===== src/rtl/stopwatch_ctrl_pkg.sv =====
// Shared constants for the stopwatch sequencer: FSM encodings, BCD limit and default timebase.
package stopwatch_ctrl_pkg;

    localparam logic [1:0] SW_IDLE  = 2'd0;
    localparam logic [1:0] SW_RUN   = 2'd1;
    localparam logic [1:0] SW_PAUSE = 2'd2;

    localparam logic [3:0] BCD_MAX = 4'd9;

    // 10 ms at 50 MHz
    localparam int TICK_DIV_DEFAULT = 500000;

endpackage


===== src/rtl/stopwatch_ctrl_digit.sv =====
// One decimal digit of the stopwatch cascade: counts 0..9 on ce, carry-out when wrapping.
module bcd_digit_cnt
    import stopwatch_ctrl_pkg::*;
(
    input  logic       clk,
    input  logic       clr,
    input  logic       ce,
    output logic [3:0] q,
    output logic       carry
);

    always_ff @(posedge clk) begin
        if (clr) begin
            q <= 4'd0;
        end else if (ce) begin
            q <= (q == BCD_MAX) ? 4'd0 : q + 4'd1;
        end
    end

    assign carry = ce && (q == BCD_MAX);

endmodule


===== src/rtl/stopwatch_ctrl.sv =====
// Stopwatch sequencer: button edge detect, START/STOP/CLEAR FSM, timebase prescaler and BCD cascade.
// Optional lap-hold display freeze is enabled by defining STOPWATCH_LAP_EN.
module stopwatch_ctrl
    import stopwatch_ctrl_pkg::*;
#(
    parameter int TICK_DIV = TICK_DIV_DEFAULT,
    parameter int DIGITS   = 4
) (
    input  logic                  clk,
    input  logic                  R,
    input  logic                  start_stop,
    input  logic                  clear,
    input  logic                  lap,
    output logic [4*DIGITS-1:0]   disp,
    output logic                  running,
    output logic                  overflow,
    output logic                  lap_hold
);

    localparam int PW = (TICK_DIV > 2) ? $clog2(TICK_DIV) : 1;
    localparam logic [PW-1:0] PRESC_MAX = PW'(TICK_DIV - 1);

    logic [1:0]          state;
    logic [1:0]          state_nxt;
    logic [PW-1:0]       presc;
    logic                start_stop_q;
    logic                clear_q;
    logic                start_stop_rise;
    logic                clear_rise;
    logic                zero;
    logic                tick;
    logic [DIGITS:0]     chain;
    logic [4*DIGITS-1:0] live;

    always_ff @(posedge clk) begin
        if (R) begin
            start_stop_q <= 1'b0;
            clear_q      <= 1'b0;
        end else begin
            start_stop_q <= start_stop;
            clear_q      <= clear;
        end
    end

    assign start_stop_rise = start_stop & ~start_stop_q;
    assign clear_rise      = clear & ~clear_q;

    // Anything that lands in IDLE also wipes counters, prescaler phase and overflow.
    assign zero = R | clear_rise;

    always_comb begin
        state_nxt = state;
        if (clear_rise) begin
            state_nxt = SW_IDLE;
        end else if (start_stop_rise) begin
            case (state)
                SW_IDLE:  state_nxt = SW_RUN;
                SW_RUN:   state_nxt = SW_PAUSE;
                SW_PAUSE: state_nxt = SW_RUN;
                default:  state_nxt = SW_IDLE;
            endcase
        end
    end

    always_ff @(posedge clk) begin
        if (R) begin
            state   <= SW_IDLE;
            running <= 1'b0;
        end else begin
            state   <= state_nxt;
            running <= (state_nxt == SW_RUN);
        end
    end

    // Prescaler only advances in RUN, so a pause keeps the sub-tick phase.
    always_ff @(posedge clk) begin
        if (zero) begin
            presc <= '0;
        end else if (state == SW_RUN) begin
            presc <= (presc == PRESC_MAX) ? '0 : presc + 1'b1;
        end
    end

    assign tick     = (state == SW_RUN) && (presc == PRESC_MAX);
    assign chain[0] = tick;

    for (genvar k = 0; k < DIGITS; k++) begin : g_digit
        bcd_digit_cnt u_digit (
            .clk   (clk),
            .clr   (zero),
            .ce    (chain[k]),
            .q     (live[4*k +: 4]),
            .carry (chain[k+1])
        );
    end

    always_ff @(posedge clk) begin
        if (zero) begin
            overflow <= 1'b0;
        end else if (chain[DIGITS]) begin
            overflow <= 1'b1;
        end
    end

`ifdef STOPWATCH_LAP_EN
    logic                lap_q;
    logic                lap_rise;
    logic [4*DIGITS-1:0] lap_latch;

    always_ff @(posedge clk) begin
        if (R) begin
            lap_q <= 1'b0;
        end else begin
            lap_q <= lap;
        end
    end

    assign lap_rise = lap & ~lap_q;

    always_ff @(posedge clk) begin
        if (zero) begin
            lap_hold <= 1'b0;
        end else if (lap_rise) begin
            if (lap_hold) begin
                lap_hold <= 1'b0;
            end else if (state == SW_RUN) begin
                lap_hold <= 1'b1;
            end
        end
    end

    // Captures the value shown before this edge's increment.
    always_ff @(posedge clk) begin
        if (lap_rise && !lap_hold && (state == SW_RUN)) begin
            lap_latch <= live;
        end
    end

    assign disp = lap_hold ? lap_latch : live;
`else
    logic unused_lap;
    assign unused_lap = lap;
    assign lap_hold   = 1'b0;
    assign disp       = live;
`endif

endmodule

===== config.mk =====
export PLATFORM = sky130hd
export DESIGN_NAME = stopwatch_ctrl
export DESIGN_NICKNAME = d
export VERILOG_FILES = /design/src/rtl/stopwatch_ctrl_pkg.sv /design/src/rtl/stopwatch_ctrl_digit.sv /design/src/rtl/stopwatch_ctrl.sv
export SDC_FILE = /design/constraint.sdc
export NUM_CORES = 1
export LEC_CHECK = 0
export CORE_MARGIN = 4
export CORE_UTILIZATION = 30
export DETAILED_ROUTE_END_ITERATION = 10
export GPL_ROUTABILITY_DRIVEN = 1
export PLACE_DENSITY = 0.47
export SLEW_MARGIN = 20
export SYNTH_ARGS = -nofsm -noshare
export SYNTH_HDL_FRONTEND = slang
export SYNTH_SLANG_ARGS = --single-unit

===== constraint.sdc =====
create_clock -name clk -period 4 [get_ports clk]
set_clock_uncertainty 0.2 [all_clocks]
set_input_delay 1 -clock clk [delete_from_list [all_inputs] [get_ports clk]]
set_output_delay 1 -clock clk [all_outputs]
set_load 0.02 [all_outputs]

==> metrics.yaml <==
run_status:
  status: "completed"
power:
  clockPowerShare_pct: 43.6
  leakage_nw: 0.7907
  switchingPower_w: 0.0001693
  switching_share_pct: 21.81
  power_w: 0.0007760
  seqPwrFrac_pct: 53.1
  combPwrFrac_pct: 3.2
  internal_power_w: 0.0006068
  power_density_mw_per_mm2: 331.9
  vdd.ir_drop.worst_v: 0.0001151
floorplan:
  dieHeight_um: 88.66
  core-area_mm2: 0.006350
  chipWidth_um: 88.66
  rows: 29
  pin_count: 24
  dieArea_mm2: 0.007861
  initial_core_util_pct: 30.74
yosys:
  yosysWarnings: 0
  synth_top_area_share_pct: 42.05
  async_flop_share_pct: 0
  ys_seq_area_share_pct: 42.05
  synth_fp_nets: 231
  synth.largest_area_cell: "dfxtp_1"
  ys_ff_latch: 41
  synthFlopType: "dfxtp_1"
  synthTopCellsByArea: "dfxtp_1 (42%), nor2_1 (7.1%), xnor2_1 (5.4%), xor2_1 (5.4%), nor2b_1 (4.2%)"
  avgSynthCellArea_um2: 8.675
  synthTopCellsByCount: "dfxtp_1 (41), nor2_1 (37), nand3_1 (13), nor2b_1 (13)"
  netlist_instances: 225
  synth-edff-count: 0
  synthDistinctLibCells: 41
  yosysMostFrequentCell: "dfxtp_1"
  netlist_area_mm2: 0.001952
critical_path:
  worst_ep_arrival_time_ns: 2.75
  cp.required_ns: 4.03
  critPathKind: "reg -> reg"
  cp_max_fo: 10
  start_kind: "flip-flop"
  endpoint_kind: "flip-flop"
grt:
  grt_pass1_vias: 1499
  grt_overflow: 0
  grt_antenna_before_repair: 0
  grt_max_degree: 19
  grt_usage_pct: 11.33
  grt_pass1_wl_um: 7072
cts:
  cts_hold_buf: 0
  cts_max_path_buffers: 2
  clk_latency_ns: 0.30
  cts_inserted_buffers: 5
  cts_resized: 0
  cts_tree: "done"
  clk_pin_slew_ns: 0.09
  cts_sinks: 41
  h-tree-depth: 2
  cts_setup_buffers: 0
  cts_root_buffer: "clkbuf_8"
placement:
  gp_congestion: 0.7428
  io_buffer_count: 21
  dpl.hpwl_um: 2718
job:
  max_cap_viol_count: 0
drt:
  via_count: 1522
  wl_per_cell_um: 12.20
  via_per_inst: 4.712
  ant_nets: 0
  drt_iter0_drc: 87
  drt-pass1-iter-count: 4
  met2_length_um: 1701
  drc: 0
  top_layer_used: "met4"
  totalWireLength_um: 3942
  m1WireLength_um: 2008
  wl_met3_um: 152
finish:
  final_layout_size_suffix_gt1_share_pct: 4.472
  final_util_pct: 36.83
  syn2layout_area_growth_pct: 19.81
  final_nets: 251
  antenna_cells: 0
timing:
  finalMaxSlewViolations: 0
  period_share_pct: 68.02
  rsz0062_at_grt: "false"
  fin_tns_setup_ns: 0
  max_freq_mhz: 367.6
  worst_pin_slew_ns: 0.6390
  period_needed_ns: 2.721
  setup_viol: 0
  hold_violations: 0
  slew_headroom_pct: 57.30
worst_hold_path:
  min_path_type: "reg -> reg"
state kept, by name, summed over array words and instances (netlist names):
register and flops:
overflow 1, state 2, running 1, clear_q 1, start_stop_q 1, g_digit.u_digit.q 16, presc 19
metal layers:
layer	global-route usage, %	vias to the layer above
met3	3.073	7
met5	0	-
met4	4.533	0
li1	-	807
met1	14.95	683
met2	17.48	25
cells in the final DEF (no fill, tap or decap), drive strengths merged, types with 2 or more instances in the layout:
cell type / netlist / final
inv: 6 / 6
dfxtp: 41 / 41
nor3: 2 / 2
and3: 4 / 4
and2: 3 / 3
nand4: 9 / 9
nor4bb: 2 / 2
o21a: 4 / 4
a21oi: 7 / 7
nor3b: 5 / 5
mux2i: 6 / 6
nand2: 12 / 12
clkbuf: 6 / 5
xor2: 12 / 12
clkdlybuf4s50: 0 / 21
or3: 4 / 4
nor2: 37 / 37
nor4b: 2 / 2
and4: 3 / 3
nand3: 13 / 13
or4: 2 / 2
o21ai: 4 / 4
xnor2: 12 / 12
nor2b: 13 / 13
cell type report:
| type | instances | area, um^2 |
|---|---|---|
| Clock buffer | 5 | 68.82 |
| Timing Repair Buffer | 21 | 210.2 |
| Fill cell | 671 | 4011 |
| Multi-Input combinational cell | 170 | 1074 |
| Tap cell | 77 | 96.34 |
| Inverter | 6 | 22.52 |
| Sequential cell | 41 | 820.8 |
| Clock inverter | 3 | 46.29 |
final timing paths:
path	from	end	slack (ns)	cells after the start
max	presc[7]	g_digit[3].u_digit.q[0]	1.28	5
min	overflow	overflow	0.28	1
max reg2reg	presc[7]	g_digit[3].u_digit.q[0]	1.28	5
min reg2reg	overflow	overflow	0.28	1
critical path, stage by stage, from the launching register on:
cell and delay (ns):
dfxtp_1 0.37, or4b_1 0.60, nor4_4 0.57, nand4_1 0.37, or3_1 0.40, a21oi_1 0.14
cells by family after synthesis:
family                   Yosys count  share of synthesized area [%]
AND/OR/NAND/NOR                  120                          34.87
adder cells (fa/ha/maj)            1                         0.6409
XOR/XNOR                          24                          10.77
flip-flops                        41                          42.05
multiplexers                       6                          3.077
AO/OA/AOI/OAI                     18                          5.449
buffers and inverters             14                          2.948
other                              1                         0.1921
through the flow:
step | hold WS, ns | worst slack, ns | area (um^2) | std cells
2_1_floorplan | 0.2792 | 1.605 | 1952 | 225
3_3_place_gp | 0.2479 | 1.018 | 2223 | 315
3_5_place_dp | 0.2579 | 0.9874 | 2223 | 315
4_1_cts | 0.2792 | 1.276 | 2338 | 323
5_1_grt | 0.3039 | 1.095 | 2338 | 323
6_report | 0.2779 | 1.279 | 2338 | 323
power by group through the flow:
stage | clock, W | sequential [W] | combinational (W)
floorplan | 0 | 0.000423 | 0.0000170
global placement | 0 | 0.000422 | 0.0000258
detailed placement | 0 | 0.000422 | 0.0000258
CTS | 0.000355 | 0.000413 | 0.0000259
global route | 0.000372 | 0.000413 | 0.0000282
finish | 0.000339 | 0.000412 | 0.0000250
No activity file was read; power rests on OpenSTA's default activity.
